==> config.mk <==
export PLATFORM = sky130hd
export DESIGN_NAME = cla6_serial_wide_adder
export DESIGN_NICKNAME = d
export VERILOG_FILES = /design/src/rtl/cla_pkg.sv /design/src/rtl/cla6.sv /design/src/rtl/cla6_serial_wide_adder.sv
export SDC_FILE = /design/constraint.sdc
export NUM_CORES = 1
export LEC_CHECK = 0
export CORE_AREA = 2 2 89 91
export DETAILED_ROUTE_END_ITERATION = 10
export DIE_AREA = 0 0 91 93
export GPL_TIMING_DRIVEN = 1
export PLACE_DENSITY = 0.79
export SLEW_MARGIN = 10
export SYNTH_ARGS = -nofsm -noshare
export SYNTH_HDL_FRONTEND = slang
export SYNTH_SLANG_ARGS = --single-unit
==> constraint.sdc <==
create_clock -name clk -period 3.7 [get_ports clk]
set_input_delay 0.74 -clock clk [delete_from_list [all_inputs] [get_ports clk]]
set_output_delay 0.74 -clock clk [all_outputs]
set_load 0.005 [all_outputs]
==> src/rtl/cla_pkg.sv <==
// cla_pkg: shared word width and sequencer state encoding for the CLA6 serial adder.
package cla_pkg;
    localparam int CLA_WORD_W = 6;
    typedef enum logic [1:0] {IDLE, RUN, DONE} cla_seq_state_t;
endpackage

==> src/rtl/cla6.sv <==
// cla6: 6-bit carry-lookahead adder; every carry is a flat generate/propagate product term.
module cla6
    import cla_pkg::*;
(
    input  logic [CLA_WORD_W-1:0] a,
    input  logic [CLA_WORD_W-1:0] b,
    input  logic                  cin,
    output logic [CLA_WORD_W-1:0] so,
    output logic                  cout
);
    logic [CLA_WORD_W-1:0] g, p;
    logic [CLA_WORD_W:0]   c;
    logic                  pp;
    assign g = a & b;
    assign p = a ^ b;
    always_comb begin
        c = '0;
        pp = 1'b0;
        c[0] = cin;
        for (int i = 0; i < CLA_WORD_W; i++) begin
            c[i+1] = g[i];
            pp = p[i];
            for (int j = i - 1; j >= 0; j--) begin
                c[i+1] = c[i+1] | (pp & g[j]);
                pp = pp & p[j];
            end
            c[i+1] = c[i+1] | (pp & cin);
        end
    end
    assign so   = p ^ c[CLA_WORD_W-1:0];
    assign cout = c[CLA_WORD_W];
endmodule

==> src/rtl/cla6_serial_wide_adder.sv <==
// cla6_serial_wide_adder: adds two NUM_WORDS*6-bit operands one 6-bit word per cycle through one cla6.
// Optional subtract port and a-b mode enabled by defining CLA6_SERIAL_SUB_EN.
module cla6_serial_wide_adder
    import cla_pkg::*;
#(
    parameter int NUM_WORDS = 4,
    localparam int W = CLA_WORD_W * NUM_WORDS
) (
    input  logic         clk,
    input  logic         rst,
    input  logic         start,
`ifdef CLA6_SERIAL_SUB_EN
    input  logic         sub,
`endif
    input  logic [W-1:0] a,
    input  logic [W-1:0] b,
    input  logic         cin,
    output logic         busy,
    output logic         done,
    output logic [W-1:0] sum,
    output logic         cout,
    output logic         ovf
);
    localparam int IW = (NUM_WORDS > 1) ? $clog2(NUM_WORDS) : 1;

    cla_seq_state_t        state_q, state_d;
    logic [IW-1:0]         idx_q, idx_d;
    logic [W-1:0]          a_q, a_d, b_q, b_d, sum_q, sum_d;
    logic                  carry_q, carry_d, cout_q, cout_d, ovf_q, ovf_d;
    logic                  do_sub, last;
    logic [CLA_WORD_W-1:0] a_w, b_w, so;
    logic                  co;

`ifdef CLA6_SERIAL_SUB_EN
    assign do_sub = sub;
`else
    assign do_sub = 1'b0;
`endif

    // b_q holds the effective operand (already inverted for subtract), so ovf uses it directly
    assign a_w  = a_q[idx_q*CLA_WORD_W +: CLA_WORD_W];
    assign b_w  = b_q[idx_q*CLA_WORD_W +: CLA_WORD_W];
    assign last = idx_q == IW'(NUM_WORDS - 1);

    cla6 u_cla6 (
        .a   (a_w),
        .b   (b_w),
        .cin (carry_q),
        .so  (so),
        .cout(co)
    );

    always_comb begin
        state_d = state_q;
        idx_d   = idx_q;
        a_d     = a_q;
        b_d     = b_q;
        carry_d = carry_q;
        sum_d   = sum_q;
        cout_d  = cout_q;
        ovf_d   = ovf_q;
        if (state_q == RUN) begin
            sum_d[idx_q*CLA_WORD_W +: CLA_WORD_W] = so;
            carry_d = co;
            idx_d   = idx_q + 1'b1;
            state_d = last ? DONE : RUN;
            cout_d  = last ? co : cout_q;
            ovf_d   = last ? ((a_w[CLA_WORD_W-1] == b_w[CLA_WORD_W-1]) && (so[CLA_WORD_W-1] != a_w[CLA_WORD_W-1])) : ovf_q;
        end else if (start) begin
            state_d = RUN;
            idx_d   = '0;
            a_d     = a;
            b_d     = do_sub ? ~b : b;
            carry_d = do_sub ? 1'b1 : cin;
        end else begin
            state_d = IDLE;
        end
    end

    always_ff @(posedge clk or posedge rst) begin
        if (rst) begin
            state_q <= IDLE;
            idx_q   <= '0;
            a_q     <= '0;
            b_q     <= '0;
            carry_q <= 1'b0;
            sum_q   <= '0;
            cout_q  <= 1'b0;
            ovf_q   <= 1'b0;
        end else begin
            state_q <= state_d;
            idx_q   <= idx_d;
            a_q     <= a_d;
            b_q     <= b_d;
            carry_q <= carry_d;
            sum_q   <= sum_d;
            cout_q  <= cout_d;
            ovf_q   <= ovf_d;
        end
    end

    assign busy = state_q == RUN;
    assign done = state_q == DONE;
    assign sum  = sum_q;
    assign cout = cout_q;
    assign ovf  = ovf_q;
endmodule

==> metrics <==
Async SR Flop Fraction 1.00; Worst Path Class, Setup flip-flop to flip-flop; Post-Synthesis Cells around 290; TritonCTS Buffers 9; Max transition margin 0.523; clk slew on worst S/H paths around 0.08 ns; initial drt markers 80; Fmax 327 MHz; Final Hold Fails 0; type of origin of the critical path flip-flop; sequential fraction of the synthesis area 0.529; Crit. End Element flip-flop; FF-to-FF path depth 8; Diodes inserted 0; NumNets Final 432; Post-synth EDFFs 0; initial antenna violation count 0; top_reg_cell synth dfrtp_1; largest fanout on the critical path 21; worst setup path endpoint sum[17]; post-route ant nets 0; # IOs 80; PwrDens roughly 1100 nW/µm²; Simple-Gate Fraction of Synth Area 0.0723; Worst-Skew Late Latency 0.36 ns; Final GP Congestion 0.904; Peak VDD IR 0.000548 V; mux cell area share after synthesis 0.225; Vias approximately 2500; Seq. cell area 1980 µm²; Clock Path Buffers 2; post-CTS setup buffers 0; DR WL/cell 16.7 µm; clock sinks 79; post_cts resized 0; Root Driver clkbuf_8; warnings from Yosys 0; RSZ-0062 raised after global routing no; Fill cells 624; status completed; cells along the critical path buf_4, mux4_2, ha_1, o21ai_1, nor3_1, o21ai_0, a32o_1, o21ba_1; Chip Width 91 µm; Adder-Cell Fraction of Synth Area 0.0455; top-area cell type share of the netlist area 0.529; CTS Hold Bufs 0; min-delay worst type flip-flop to flip-flop; capture point of the worst reg-to-reg path sum[17]; Synth Register Bits about 80; area leader, netlist dfrtp_1; CP startpoint idx_q[0]; top cells by area in the synthesized netlist dfrtp_1 (53%), mux2_2 (14%), mux4_2 (7.2%); Rows 32; reg2reg start idx_q[0]; Syn Nets 350; Avg Cell Area, Syn approximately 13 µm²; Compound-Gate Fraction of Synth Area 0.0877; vias in the first global route 2728; worst slew pin tran 0.710 ns; largest net degree at the start of global routing 41; die area between 8000 and 9000 µm²; Worst R2R Setup Slack 0.64 ns; DP HPWL 6.08 mm; Final Critical Period 3.06 ns; final setup vio count 0; Max Cap Viol 0; crit path DAT 3.31 ns; Netlist cell types 40; fin crit share 0.826; CTS tree yes; layout cells sized above 1 0.226; main combinational cell family by area after synthesis multiplexers; Req. time, crit path about 4.0 ns; PortBufs 79; DRT Pass-1 Iters 4; XOR/XNOR share of the synthesized area 0.0187; Leak about 2.1 nW; drc violations 0; Die Y 93 µm; Initial Util 0.497; setup TNS 0 ns; Syn-to-layout area delta 29.9%; cell area after synthesis 3740 µm²; clock skew 0.00613 ns; most frequent cells in the layout dfrtp_1 (79), clkdlybuf4s50_1 (79), mux2_2 (48); area of the core 7530 µm²; Tot Pwr between 5 and 6 mW; H-Tree Depth 3; total global routing overflow 0; slowest stage cell, crit path mux4_2; gr usage total 0.202; pins over their slew limit 0; WL final 7.92 mm; Crit path largest cell delay 0.58 ns; area of the multi-input gates about 1700 µm²; via/cell ratio around 5.3; global-route wire length before repair around 13 mm
## critical path: cells and delay by family (launching register included)
kind	cells	cell delay (ns)
compound gates	4	0.97
mux	1	0.58
fa+ha+maj	1	0.40
simple gates	1	0.36
flops	1	0.33
buf+inv	1	0.31
## kinds of logic after synthesis
family | after synthesis
flops | 79
mux | 63
simple gates | 57
compound gates | 45
buf+inv | 20
fa+ha+maj | 13
xor+xnor | 8
## where the power goes
| group | internal (mW) | switching (mW) |
|---|---|---|
| Clock | 0.284 | 0.326 |
| Combinational | 1.49 | 1.60 |
| Sequential | 1.28 | 0.243 |
| Total | 3.05 | 2.17 |
## Yosys cell counts, drive strengths merged (6+ instances only)
master and instances:
ha 12, nor2 12, dfrtp 79, buf 6, mux4 12, inv 9
a21oi 6, a22o 7, nand2 23, o21ai 8, mux2 48
## worst min path at each step
stage                        from       to  slack [ns]  depth (start not counted)
after floorplan            sum[1]   sum[1]        0.46                          2
after global placement     sum[1]   sum[1]        0.46                          2
after detailed placement  sum[12]  sum[12]        0.47                          2
after CTS                 sum[12]  sum[12]        0.49                          2
after global routing      sum[12]  sum[12]        0.51                          2
final                      sum[3]   sum[3]        0.48                          2
## registers in the layout, indices dropped and copies added (netlist names)
| name | count |
|---|---|
| cout | 1 |
| idx_q | 2 |
| sum | 24 |
| ovf | 1 |
| state_q | 2 |
| a_q | 24 |
| carry_q | 1 |
| b_q | 24 |
## through the flow
step / hold slack, ns / worst slack (ns) / cells / util / cell area [µm²]
2_1_floorplan: 0.462 / 0.782 / 285 / - / 3740
3_3_place_gp: 0.456 / 0.834 / 458 / 0.619 / 4660
3_5_place_dp: 0.469 / 0.719 / 458 / 0.619 / 4660
4_1_cts: 0.486 / 0.694 / 474 / 0.645 / 4850
5_1_grt: 0.509 / 0.468 / 474 / 0.645 / 4850
6_report: 0.479 / 0.643 / 474 / 0.645 / 4850
## cell type report
| type | instances | area share |
|---|---|---|
| inverter | 9 | 0.00722 |
| sequential | 79 | 0.407 |
| timing repair buffer | 82 | 0.173 |
| tap | 102 | 0.0263 |
| multi-input combinational | 186 | 0.346 |
| clock buffer | 11 | 0.0312 |
| clock inverter | 5 | 0.00877 |
## layer usage
layer | wire length, µm | global-route usage | share of wire
met5 | 0 | 0 | 0
met4 | 157 | 0.0783 | 0.020
met3 | 410 | 0.0500 | 0.052
met2 | 4160 | 0.364 | 0.52
met1 | 3190 | 0.231 | 0.40
Note: power is estimated with default switching activity, not from simulation.
